File: src/rtl/change_dispenser_pkg.sv
// Shared definitions for the coin-return unit: coin values, amount width, FSM states.
package change_dispenser_pkg;

  localparam int AMT_W = 4;  // matches the vending machine balance width

  localparam logic [AMT_W-1:0] NICKEL_VAL = 4'd5;
  localparam logic [AMT_W-1:0] DIME_VAL   = 4'd10;
  localparam logic [AMT_W-1:0] MAX_AMOUNT = 4'd15;

  typedef enum logic [2:0] {
    S_IDLE     = 3'd0,
    S_DISPENSE = 3'd1,
    S_PULSE    = 3'd2,
    S_GAP      = 3'd3,
    S_DONE     = 3'd4
  } state_t;

  // Only whole multiples of a nickel up to 15 cents can be paid out exactly.
  function automatic logic amount_valid(input logic [AMT_W-1:0] a);
    return (a == '0) || (a == NICKEL_VAL) || (a == DIME_VAL) || (a == MAX_AMOUNT);
  endfunction

endpackage

File: src/rtl/change_dispenser_if.sv
// Refund request / coin ejector bundle between the vending machine and the dispenser.
interface change_dispenser_if;
  import change_dispenser_pkg::*;

  logic             start;
  logic [AMT_W-1:0] amount;
  logic             coin_ready;
  logic             dime_out;
  logic             nickel_out;
  logic [AMT_W-1:0] remaining;
  logic             busy;
  logic             done;
  logic             error;

  modport master (
    output start, amount, coin_ready,
    input  dime_out, nickel_out, remaining, busy, done, error
  );

  modport slave (
    input  start, amount, coin_ready,
    output dime_out, nickel_out, remaining, busy, done, error
  );
endinterface

File: src/rtl/change_dispenser_settle_timer.sv
// Loadable down-counter timing the settle gap after each coin pulse.
module settle_timer #(
  parameter int W = 1
) (
  input  logic         clk,
  input  logic         reset,
  input  logic         load,
  input  logic [W-1:0] load_val,
  input  logic         dec,
  output logic         expired
);
  logic [W-1:0] cnt;

  always_ff @(posedge clk) begin
    if (reset)                  cnt <= '0;
    else if (load)              cnt <= load_val;
    else if (dec && cnt != '0)  cnt <= cnt - 1'b1;
  end

  assign expired = (cnt == '0);
endmodule

File: src/rtl/change_dispenser.sv
// Pays a refund out as dime/nickel pulses, largest coin first, with a settle gap per coin.
module change_dispenser
  import change_dispenser_pkg::*;
#(
  parameter int GAP_CYCLES = 1
) (
  input  logic                 clk,
  input  logic                 reset,
  change_dispenser_if.slave    bus
);
  localparam int GW = (GAP_CYCLES > 0) ? $clog2(GAP_CYCLES + 1) : 1;
  // Loaded in PULSE; GAP leaves on the cycle the counter reads zero, giving GAP_CYCLES cycles.
  localparam logic [GW-1:0] GAP_LOAD = (GAP_CYCLES > 0) ? GW'(GAP_CYCLES - 1) : '0;

  state_t           state;
  logic [AMT_W-1:0] remaining;
  logic             dime_q, nickel_q, done_q, error_q;
  logic             gap_expired;

  settle_timer #(.W(GW)) u_settle_timer (
    .clk      (clk),
    .reset    (reset),
    .load     (state == S_PULSE),
    .load_val (GAP_LOAD),
    .dec      (state == S_GAP),
    .expired  (gap_expired)
  );

  always_ff @(posedge clk) begin
    if (reset) begin
      state     <= S_IDLE;
      remaining <= '0;
      dime_q    <= 1'b0;
      nickel_q  <= 1'b0;
      done_q    <= 1'b0;
      error_q   <= 1'b0;
    end else begin
      dime_q   <= 1'b0;
      nickel_q <= 1'b0;
      done_q   <= 1'b0;
      error_q  <= 1'b0;
      case (state)
        S_IDLE: begin
          if (bus.start) begin
            if (!amount_valid(bus.amount)) begin
              error_q <= 1'b1;
            end else if (bus.amount == '0) begin
              state     <= S_DONE;
              remaining <= '0;
              done_q    <= 1'b1;
            end else begin
              state     <= S_DISPENSE;
              remaining <= bus.amount;
            end
          end
        end
        S_DISPENSE: begin
          if (bus.coin_ready) begin
            state <= S_PULSE;
            if (remaining >= DIME_VAL) begin
              dime_q    <= 1'b1;
              remaining <= remaining - DIME_VAL;
            end else begin
              nickel_q  <= 1'b1;
              remaining <= remaining - NICKEL_VAL;
            end
          end
        end
        S_PULSE: begin
          if (GAP_CYCLES > 0) begin
            state <= S_GAP;
          end else if (remaining == '0) begin
            state  <= S_DONE;
            done_q <= 1'b1;
          end else begin
            state <= S_DISPENSE;
          end
        end
        S_GAP: begin
          if (gap_expired) begin
            if (remaining == '0) begin
              state  <= S_DONE;
              done_q <= 1'b1;
            end else begin
              state <= S_DISPENSE;
            end
          end
        end
        S_DONE:  state <= S_IDLE;
        default: state <= S_IDLE;
      endcase
    end
  end

  assign bus.dime_out   = dime_q;
  assign bus.nickel_out = nickel_q;
  assign bus.done       = done_q;
  assign bus.error      = error_q;
  assign bus.remaining  = remaining;
  assign bus.busy       = (state != S_IDLE);
endmodule

File: src/flat_wrapper.sv
// flat-port wrapper written by rule: the top's interface ports become plain ports
module change_dispenser_flat import change_dispenser_pkg::*;
#(
  parameter int GAP_CYCLES = 1
)
  (clk, reset, bus_start, bus_amount, bus_coin_ready, bus_dime_out, bus_nickel_out, bus_remaining, bus_busy, bus_done, bus_error);
  change_dispenser_if bus_i ();
  input  logic clk;
  input  logic reset;
  input wire logic [$bits(bus_i.start)-1:0] bus_start;
  input wire logic [$bits(bus_i.amount)-1:0] bus_amount;
  input wire logic [$bits(bus_i.coin_ready)-1:0] bus_coin_ready;
  output wire logic [$bits(bus_i.dime_out)-1:0] bus_dime_out;
  output wire logic [$bits(bus_i.nickel_out)-1:0] bus_nickel_out;
  output wire logic [$bits(bus_i.remaining)-1:0] bus_remaining;
  output wire logic [$bits(bus_i.busy)-1:0] bus_busy;
  output wire logic [$bits(bus_i.done)-1:0] bus_done;
  output wire logic [$bits(bus_i.error)-1:0] bus_error;
  assign bus_i.start = bus_start;
  assign bus_i.amount = bus_amount;
  assign bus_i.coin_ready = bus_coin_ready;
  assign bus_dime_out = bus_i.dime_out;
  assign bus_nickel_out = bus_i.nickel_out;
  assign bus_remaining = bus_i.remaining;
  assign bus_busy = bus_i.busy;
  assign bus_done = bus_i.done;
  assign bus_error = bus_i.error;
  change_dispenser #(.GAP_CYCLES(GAP_CYCLES)) u_core (.clk(clk), .reset(reset), .bus(bus_i));
endmodule
File: config.mk
export PLATFORM = sky130hd
export DESIGN_NAME = change_dispenser_flat
export DESIGN_NICKNAME = d
export VERILOG_FILES = /design/src/rtl/change_dispenser_pkg.sv /design/src/rtl/change_dispenser_if.sv /design/src/rtl/change_dispenser_settle_timer.sv /design/src/rtl/change_dispenser.sv /design/src/flat_wrapper.sv
export SDC_FILE = /design/constraint.sdc
export NUM_CORES = 1
export LEC_CHECK = 0
export ABC_CLOCK_PERIOD_IN_PS = 2800
export BUFFER_PORTS_ARGS = -buffer_cell sky130_fd_sc_hd__buf_4
export CAP_MARGIN = 10
export CELL_PAD_IN_SITES_DETAIL_PLACEMENT = 1
export CELL_PAD_IN_SITES_GLOBAL_PLACEMENT = 2
export CORE_ASPECT_RATIO = 1.4
export CORE_MARGIN = 2
export CORE_UTILIZATION = 32
export DETAILED_ROUTE_END_ITERATION = 8
export GPL_TIMING_DRIVEN = 1
export PLACE_DENSITY = 0.88
export SETUP_SLACK_MARGIN = 0.15
export SLEW_MARGIN = 25
export SYNTH_ARGS = -nofsm -noshare
export SYNTH_HDL_FRONTEND = slang
export SYNTH_SLANG_ARGS = --single-unit
export TNS_END_PERCENT = 5
File: constraint.sdc
create_clock -name clk -period 2.8 [get_ports clk]
set_clock_uncertainty 0.05 [all_clocks]
set_input_delay 0.28 -clock clk [delete_from_list [all_inputs] [get_ports clk]]
set_output_delay 0.28 -clock clk [all_outputs]
set_load 0.005 [all_outputs]
==> results.toml <==
[outcome]
run_status = "finished, final reports clean"

[setup_path]
crit_required_ns = 2.91
arrival_ns = 2.14
startpoint_type = "register"
crit_path_end_kind = "register"
regToRegSetupSlack_ns = 0.77
critical_path.max_fanout = 5
critical_path_class = "register to register"
crit_start = "u_core.bus.remaining[0]$_SDFFE_PP0P_"
r2r_cells = 6
r2r-end = "u_core.bus.remaining[1]$_SDFFE_PP0P_"
r2r-start = "u_core.bus.remaining[0]$_SDFFE_PP0P_"

[global_routing]
grt_max_degree = 13
antenna_found_initial = 0
grt_pass1_wl_mm = 3.174
grt-ovfl-total = 0
grtUsageTotal_pct = 16.22
grt_pass1_vias = 740

[clock_tree]
cts_tree = "yes"
cts_resized = 0
cts_setup_buffers = 0
clock_sinks = 12
cts_buffer_depth = 2
cts_buffers = 3
htreeDepth = 1
cts_hold_buf = 0
root_buffer = "clkbuf_4"
clock_latency_ns = 0.28
path_clk_slew_ns = 0.08

[worst_hold_path]
hold_end = "u_core.bus.done$_SDFF_PP0_"
min_from = "reset"
min_path_cells = 2
hold_path_class = "primary input to register"

[yosys]
synth.avg_cell_area_um2 = 8.714
synthCells = 85
synth_nets = 99
synth_cell_type_count = 35
ys_warn_count = 0
syn_area_um2 = 740.7
ys_seq_elements = 12
yosysSeqAreaShare_pct = 32.43

[floorplan]
core_um2 = 2177
chipWidth_um = 44.66
die_area_um2 = 2721
initial_core_util_pct = 34.02
ioPinCount = 17
die_h_um = 60.93
rows = 20

[route]
avgViaCountPerCell = 5.710
first_pass_iters = 3
wl_mm = 1.904
drc = 0
vias = 708
drt_iter0_drc = 2
drt.antenna.violating_nets = 0
wl_per_cell_um = 15.35

[timing]
finalHoldViolCount = 0
period_share_pct = 72.56
relSlewSlack_pct = 64.27
tightest_slew_ns = 0.5315
fin_tns_setup_ns = 0
maxSlewViolCount = 0
setup_violations = 0
rsz0062_at_grt = "false"
fmax_ghz = 0.4922
fin_crit_ns = 2.032

[cells_and_area]
num-nets-final = 117
mostFrequentLayoutCells = "16 x buf_4, 12 x dfxtp_1, 6 x inv_1, 6 x nor2_1, 6 x ha_1"
areaGrowthSynthToFinish_pct = 23.14
final_common_cell = "buf_4"
diodes = 0
stdcell_count = 124
drive_gt1_share_pct = 23.53

[placed_design]
placed_cells = 120
dpl.hpwl_mm = 1.486
place_congestion = 0.7518
portBuffers = 16

[job]
drv_cap = 0

[pwr]
p_leak_uw = 0.0003700
ir_worst_vdd_mv = 0.2680
power_density_nw_per_um2 = 521.2
==> sequential cells by signal, summed over array words and instances, names as in the netlist <==
signal	flops
u_core.bus.nickel_out	1
u_core.bus.dime_out	1
u_core.bus.remaining	4
u_core.u_settle_timer.cnt	1
u_core.state	3
u_core.bus.done	1
u_core.bus.error	1
==> through the flow <==
step                total power (µW)  setup WS [ns]  util [%]  hold slack [ns]  area, µm²
floorplan                      285.0          1.057         -           0.3934      740.7
global placement               333.2         0.7893     40.23           0.4263      875.8
detailed placement             337.0         0.7824     40.23           0.4298      875.8
CTS                            480.1         0.7146     41.90           0.1920      912.1
global route                   503.4         0.5943     41.90           0.2070      912.1
finish                         475.4         0.7684     41.90           0.1910      912.1
==> power by group <==
group	total (µW)	leakage [µW]	internal [µW]	switching [µW]
Combinational	128	0.000251	62.3	65.4
Sequential	205	0.0000976	183	22.4
Clock	143	0.0000210	79.3	63.5
Total	475	0.000370	324	151
==> how the worst max path moves through the flow <==
stage	endpoint	slack (ns)	cells after the start
after global placement	u_core.bus.remaining[1]$_SDFFE_PP0P_	0.79	6
after floorplan	u_core.bus.remaining[1]$_SDFFE_PP0P_	1.06	6
after detailed placement	u_core.bus.remaining[1]$_SDFFE_PP0P_	0.78	6
after CTS	u_core.bus.remaining[1]$_SDFFE_PP0P_	0.71	6
final	u_core.bus.remaining[1]$_SDFFE_PP0P_	0.77	6
after global routing	u_core.bus.remaining[1]$_SDFFE_PP0P_	0.59	6
==> critical path, cell delays in order (launching register included) <==
cell       delay [ns]
dfxtp_1          0.42
inv_1            0.11
ha_1             0.24
o31ai_1          0.46
a221oi_1         0.14
a2111oi_0        0.39
a211oi_1         0.09
==> cells in the mapped netlist <==
master,instances,share of area (%)
o2111ai_1,1,1.2
a221oi_1,2,2.4
or2_2,1,0.85
nand2b_1,3,2.5
o211ai_1,1,1.0
inv_1,6,3.0
nor4_1,1,0.85
clkbuf_1,2,1.0
a2111oi_0,2,2.4
nand3_1,3,2.0
and2_1,1,0.85
o32ai_1,1,1.2
o31a_1,2,2.4
o21ai_1,1,0.68
or3b_1,1,1.2
or4_4,2,3.0
a21bo_2,1,1.4
a311oi_1,1,1.2
nor2_1,6,3.0
buf_2,1,0.68
xor2_1,2,2.4
o21ai_0,1,0.68
xnor2_1,3,3.5
dfxtp_1,12,32
nor3_1,5,3.4
and3_1,1,0.85
o221ai_1,1,1.2
a21oi_1,4,2.7
a211oi_1,4,4.1
a22o_1,1,1.2
o31ai_1,1,1.0
a32o_1,1,1.4
ha_1,6,10
nand2_1,3,1.5
or3_1,1,0.85
==> cells by family after synthesis <==
logic type               synth area share [%]
flip-flops                              32.43
adder cells (fa/ha/maj)                 10.13
AO/OA/AOI/OAI                           25.85
AND/OR/NAND/NOR                         20.95
XOR/XNOR                                5.913
buffers and inverters                   4.729
==> routing by layer <==
metal | track usage (%) | part of all wire (%) | vias to the layer above | wire length [µm]
li1 | - | - | 354 | -
met1 | 16.85 | 41 | 336 | 773
met2 | 30.02 | 54 | 13 | 1025
met3 | 1.786 | 2.8 | 5 | 54
met4 | 10.39 | 2.6 | 0 | 50
met5 | 0 | 0 | - | 0
==> area by class of cell <==
class,count,area [µm²]
repair buffers,16,120.1
flip-flops and latches,12,240.2
multi-input cells,64,465.4
well taps,22,27.53
inverters,6,22.52
fillers,265,1265
clock buffers,4,36.28
No activity file was read; power rests on OpenSTA's default activity.
